[src/rtl/sub_chain_arb.sv]
// sub_chain_arb: round-robin issue of two requesters into the sub chain,
// tagged results into a credit-limited FIFO; SUB_CHAIN_ARB_STATS_EN adds grant counters.
module sub_chain_arb #(
  parameter int DW      = 8,
  parameter int LATENCY = 2,
  parameter int DEPTH   = 4
) (
  input  logic          clk,
  input  logic          rst,
  input  logic          req0_valid,
  output logic          req0_ready,
  input  logic [DW-1:0] req0_data,
  input  logic          req1_valid,
  output logic          req1_ready,
  input  logic [DW-1:0] req1_data,
  output logic [DW-1:0] dp_data_in,
  input  logic [DW-1:0] dp_data_out,
  output logic          rsp_valid,
  input  logic          rsp_ready,
  output logic [DW-1:0] rsp_data,
  output logic          rsp_id
`ifdef SUB_CHAIN_ARB_STATS_EN
  ,
  output logic [15:0]   grant_cnt0,
  output logic [15:0]   grant_cnt1
`endif
);

  localparam int OW = $clog2(DEPTH + 1);
  localparam int PW = (DEPTH > 1) ? $clog2(DEPTH) : 1;
  localparam logic [OW-1:0] OCC_MAX = OW'(DEPTH);
  localparam logic [PW-1:0] PTR_MAX = PW'(DEPTH - 1);

  typedef struct packed {
    logic v;
    logic id;
  } tag_t;

  logic [OW-1:0]    occ;
  logic             last;
  logic             any_valid;
  logic             issue_ok;
  logic             issue;
  logic             winner;
  logic             pop;
  logic             wr;
  logic [DW-1:0]    win_data;
  tag_t             tag_in;
  tag_t [LATENCY:1] tag_q;
  logic [DW-1:0]    mem_data [DEPTH];
  logic             mem_id   [DEPTH];
  logic [PW-1:0]    wp;
  logic [PW-1:0]    rp;
  logic [OW-1:0]    cnt;

  function automatic logic [PW-1:0] ptr_inc(
    input logic [PW-1:0] p
  );
    return (p == PTR_MAX) ? '0 : p + 1'b1;
  endfunction

  always_comb begin
    winner = 1'b0;
    unique case (1'b1)
      (req0_valid && !req1_valid): winner = 1'b0;
      (!req0_valid && req1_valid): winner = 1'b1;
      (req0_valid && req1_valid):  winner = ~last;
      default:                     winner = 1'b0;
    endcase
  end

  // Credits come from the registered occ, so a same-cycle pop frees nothing yet.
  assign any_valid  = req0_valid | req1_valid;
  assign issue_ok   = !rst && (occ < OCC_MAX);
  assign issue      = issue_ok && any_valid;
  assign req0_ready = issue_ok && req0_valid && !winner;
  assign req1_ready = issue_ok && req1_valid && winner;
  assign win_data   = winner ? req1_data : req0_data;

  assign tag_in.v  = issue;
  assign tag_in.id = winner;

  assign wr        = tag_q[LATENCY].v;
  assign rsp_valid = (cnt != '0);
  assign pop       = rsp_valid && rsp_ready;
  assign rsp_data  = rsp_valid ? mem_data[rp] : '0;
  assign rsp_id    = rsp_valid ? mem_id[rp] : 1'b0;

  always_ff @(posedge clk or posedge rst) begin
    if (rst) begin
      last       <= 1'b1;
      dp_data_in <= '0;
    end else begin
      if (issue) begin
        last <= winner;
      end
      dp_data_in <= issue ? win_data : '0;
    end
  end

  always_ff @(posedge clk or posedge rst) begin
    if (rst) begin
      occ <= '0;
    end else begin
      unique case ({issue, pop})
        2'b10:   occ <= occ + 1'b1;
        2'b01:   occ <= occ - 1'b1;
        default: occ <= occ;
      endcase
    end
  end

  // Tag travels alongside the word; it reaches the end as the word leaves the chain.
  always_ff @(posedge clk or posedge rst) begin
    if (rst) begin
      tag_q <= '0;
    end else begin
      tag_q[1] <= tag_in;
      for (int i = 2; i <= LATENCY; i++) begin
        tag_q[i] <= tag_q[i-1];
      end
    end
  end

  always_ff @(posedge clk or posedge rst) begin
    if (rst) begin
      wp  <= '0;
      rp  <= '0;
      cnt <= '0;
      for (int i = 0; i < DEPTH; i++) begin
        mem_data[i] <= '0;
        mem_id[i]   <= 1'b0;
      end
    end else begin
      if (wr) begin
        mem_data[wp] <= dp_data_out;
        mem_id[wp]   <= tag_q[LATENCY].id;
        wp           <= ptr_inc(wp);
      end
      if (pop) begin
        rp <= ptr_inc(rp);
      end
      unique case ({wr, pop})
        2'b10:   cnt <= cnt + 1'b1;
        2'b01:   cnt <= cnt - 1'b1;
        default: cnt <= cnt;
      endcase
    end
  end

`ifdef SUB_CHAIN_ARB_STATS_EN
  always_ff @(posedge clk or posedge rst) begin
    if (rst) begin
      grant_cnt0 <= '0;
      grant_cnt1 <= '0;
    end else begin
      if (issue && !winner && grant_cnt0 != 16'hFFFF) begin
        grant_cnt0 <= grant_cnt0 + 1'b1;
      end
      if (issue && winner && grant_cnt1 != 16'hFFFF) begin
        grant_cnt1 <= grant_cnt1 + 1'b1;
      end
    end
  end
`endif

endmodule

[config.mk]
export PLATFORM = sky130hd
export DESIGN_NAME = sub_chain_arb
export DESIGN_NICKNAME = d
export VERILOG_FILES = /design/src/rtl/sub_chain_arb.sv
export SDC_FILE = /design/constraint.sdc
export NUM_CORES = 1
export LEC_CHECK = 0
export CAP_MARGIN = 30
export CORE_MARGIN = 2
export CORE_UTILIZATION = 45
export CTS_CLUSTER_DIAMETER = 80
export DETAILED_ROUTE_END_ITERATION = 8
export MAX_ROUTING_LAYER = met4
export PLACE_DENSITY = 0.78
export SYNTH_ARGS = -nofsm -noshare
export SYNTH_HDL_FRONTEND = slang
export SYNTH_SLANG_ARGS = --single-unit
export TNS_END_PERCENT = 20
[constraint.sdc]
create_clock -name clk -period 4.1 [get_ports clk]
set_input_delay 0.82 -clock clk [delete_from_list [all_inputs] [get_ports clk]]
set_output_delay 0.82 -clock clk [all_outputs]
set_load 0.1 [all_outputs]
# Word level (Yosys, flattened, before mapping)
# Index checks and enable logic that the tools add are counted.
[word_totals]
ff_bits = 59
out_inout_bits = 20
[classes]
bitwise = 4
eq_ne = 6
reduce_logical = 16
magnitude_cmp = 4
add_sub_neg = 6
muxes = 21
[ops]
columns = ["cell", "n"]
rows = [
  ["$mux 8", 6],
  ["$bwmux 32", 1],
  ["$bmux 8 s2", 1],
  ["$demux 8 s2", 1],
  ["$pmux 3 s2", 2],
  ["$logic_and 1x1->1", 10],
  ["$eq 2x2->1 const B", 4],
  ["$add 3x1->3 const B", 2],
  ["$ge 3x3->1 const B", 2],
  ["$not 2->3", 2],
  ["$sub 3x1->3 const B", 2],
  ["$add 2x1->2 const B", 2],
  ["$bwmux 4", 1],
  ["$eq 2x1->1 const B", 2],
  ["$mux 1", 4],
  ["$mux 2", 2],
  ["$reduce_bool 2->1", 2],
  ["$logic_not 1->1", 3],
  ["$lt 3x1->1 const B", 1],
  ["$lt 3x3->1 const B", 1],
  ["$reduce_bool 3->1", 1],
  ["$bmux 1 s2", 1],
  ["$demux 1 s2", 1],
  ["$pmux 1 s2", 1],
  ["other kinds (2)", 2],
]

# Depth between registers and ports, before layout
[logic_depth]
word_depth = 6
ltp_mapped = 8

# Least setup slack after synthesis
# Ideal clock, no wire load.
[synth_path]
path_kind = "input to output"
from = "input req1_valid"
to = "output req1_ready"
path_slack_ns = 0.090
arrival_ns = 3.190
cell_stages = 3
n_path_buf = 1
required_ns = 3.280
cell_sequence = "a21bo_1 > buf_2 > nor3_1"
[synth_between]
elab_chain_len = 3
[synth_lines]
columns = ["item", "line", "text"]
rows = [
  ["start, declared", "13", "input logic req1_valid,"],
  ["$logic_and 1x1->1, on equally long branches", "67, 66", ""],
  ["$pmux 1 s2", "64", "unique case (1'b1)"],
  ["$logic_and 1x1->1 *", "77", "assign req1_ready = issue_ok && req1_valid && winner;"],
  ["end, declared", "14", "output logic req1_ready,"],
]
# Every way passes the cells marked *; elsewhere a longest branch is shown, timed or not.

# Worst setup path in the final report
[layout_path]
from = "register rp[1]"
to = "output rsp_data[0]"
[layout_between]
elab_chain_len = 5
[layout_lines]
columns = ["item", "line", "text"]
rows = [
  ["start, declared", "53", "logic [PW-1:0] rp;"],
  ["start signal, assigned", "141", "rp <= ptr_inc(rp);"],
  ["$not 2->3 (implied by the code)", "86", "assign rsp_data = rsp_valid ? mem_data[rp] : '0;"],
  ["$bmux 8 s2", "86", ""],
  ["$mux 8 (implied by the code) (2 in a row)", "86", ""],
  ["$mux 8", "86", ""],
  ["end, declared", "20", "output logic [DW-1:0] rsp_data,"],
]
# No other way between the ends. The select of a mux whose other input is x is not followed.

==> results.ini <==
[placed_design]
place_congestion=0.738
port_buffers=48
dp_cells=308
hpwl_microns=3410
placed_area_sq_um=3180

[timing]
min_period_ns=3.49
rsz0062_at_grt=false
max_freq_ghz=0.286
drv_slew=0
fin_crit_sh_pct=85.2
finalSetupViolations=0
max_slew_margin_pct=34.1
skew_ns=0.00556
hold_viol=0
setup_tns_ns=0
max_slew.worst_pin.slew_ns=0.985
timing.hold.ws_ns=0.346

[outcome]
outcome=complete, no violations

[synth]
synth_mux_area_share_pct=24.8
syn_nets=230
ys_types=27
yosys_warnings=0
synth_top_area_share_pct=54.6
synth-seq-cells=59
synth_adder_area_share_pct=4.80
seq_area_frac_synth_pct=55.6
syn_inst=192
synth_top_family_by_area=multiplexers
syn_avg_cell_area_sq_um=13.8
synthXorXnorAreaFrac_pct=1.98
synth_compound_area_share_pct=2.64
yosys.area_share.simple_pct=7.76
synthTopCellsByArea=dfrtp_1 (55%), mux2_1 (15%), mux4_2 (7.6%)
synth.cell_area_sq_um=2660
synth_largest_area_cell=dfrtp_1

[layout]
layout-drive-gt1-share_pct=18.0
stdcell_area_sq_um=3360
stdcell_count=322
final_cell_mix=dfrtp_1 (58), clkdlybuf4s50_1 (38), mux2_1 (36)
syn_to_final_growth_pct=26.4
n_antenna_cell=0
multi_input_area_sq_um=1120
finalNetCount=285
seq_area_sq_um=1480
fillers=479
final_common_cell=dfrtp_1

[clock_network]
cts_max_level=3
cts_resized=0
postCtsHoldBufs=0
postCtsSetupRepairBufs=0
clk_pin_slew_ns=0.06
insertion_delay_ns=0.33
cts_buffers=9
cts_tree=built
clockBufferDepth=2
root_buffer=clkbuf_8
cts.sinks=59

[critical_path]
critPathSlowestCell=clkdlybuf4s50_1
crit_required_ns=3.28
crit_path_max_fanout=11
cp_cell_sequence=mux4_2, and2_1, clkdlybuf4s50_1
arrival_ns=2.67
r2r_cells=7
slowest_delay_ns=0.95
r2r-end=occ[2]
worstSetupPathType=reg2out
cp-end-kind=output pin
startpoint_type=flip-flop
r2r_setup_slack_ns=1.82
r2r_start=cnt[2]

[die]
dieArea_sq_um=6540
initial_core_util_pct=47.4
core_sq_um=5610
die_w_microns=80.9
chipHeight_microns=80.9
num_rows=27
io_pins=49

[route]
drt_first_pass_iters=4
via_per_inst=5.08
ant_nets=0
wl_microns=4790
avgRoutedWirePerCell_microns=14.9
drcViolationCount=0
drt_iter0_drc=64
vias=1635

[grt]
grt_pass1_wl_microns=8050
grt.total_usage_pct=17.4
first_global_vias=1669
grt_max_degree=35
grt-ovfl-total=0
grt_antenna_before_repair=0

[min_path]
holdPathStages=0
hold_start=tag_q[0]
hold_class=reg2reg
holdPathEnd=tag_q[2]

[job]
maxCapViolCount=0

registers in the layout, summed over array words and instances, names as in the netlist:
signal      cells
cnt             3
dp_data_in      8
last            1
mem_data       32
mem_id          4
occ             3
rp              2
tag_q           3
wp              2
wr              1
routing by layer:
metal	share of wire, %	global-route usage, %	up-vias
met4	2.5	8.64	0
met2	48	27.0	53
met3	5.3	5.11	13
met5	0	-	-
met1	45	20.8	803
li1	-	-	766
stage by stage:
stage               util (%)  setup slack [ns]
finish                  60.0             0.607
detailed placement      56.7             0.975
global route            60.0             0.469
global placement        56.7             0.995
CTS                     60.0             0.603
floorplan                  -            0.0904
cell usage after synthesis, drive strengths merged:
cell / instances
mux2i: 1
ha: 7
a21oi: 8
xnor2: 3
fa: 2
xor2: 3
nor3: 1
mux4: 9
or3: 2
nor2: 5
dfrtp: 58
a21bo: 1
nand2: 23
and2: 10
o21ai: 4
buf: 5
mux2: 39
or3b: 1
inv: 9
dfstp: 1
cell type report:
cell class,count,area share [%]
multi-input cells,119,33.2
clock buffers,11,4.21
well taps,72,2.68
flip-flops and latches,59,44.0
inverters,9,1.00
clock inverters,3,1.19
repair buffers,49,13.8
how the worst max path moves through the flow:
stage               cells past startpoint  slack, ns     endpoint  startpoint
detailed placement                      3       0.97  rsp_data[0]       rp[1]
CTS                                     3       0.60  rsp_data[0]       rp[1]
global route                            3       0.47  rsp_data[0]       rp[0]
floorplan                               3       0.09   req1_ready  req1_valid
finish                                  3       0.61  rsp_data[0]       rp[1]
global placement                        3       0.99  rsp_data[0]       rp[1]
cells by family (layout without fill, tap and decap cells):
logic type / count (synthesis) / count (layout)
DFF: 59 / 59
muxes: 49 / 49
and+or+nand+nor: 42 / 42
buffers and inverters: 14 / 72
AOI/OAI and AO/OA: 13 / 13
adders and majority gates: 9 / 9
xor gates and xnor gates: 6 / 6
worst max-delay path, delay by kind of cell (launching register included):
family,cells,cell delay (ns)
muxes,1,0.56
DFF,1,0.66
and+or+nand+nor,1,0.16
buffers and inverters,1,0.95
Power is left out: the tool's default activity adds up to more than one toggle a clock period on the data nets, which glitch-free logic cannot reach.
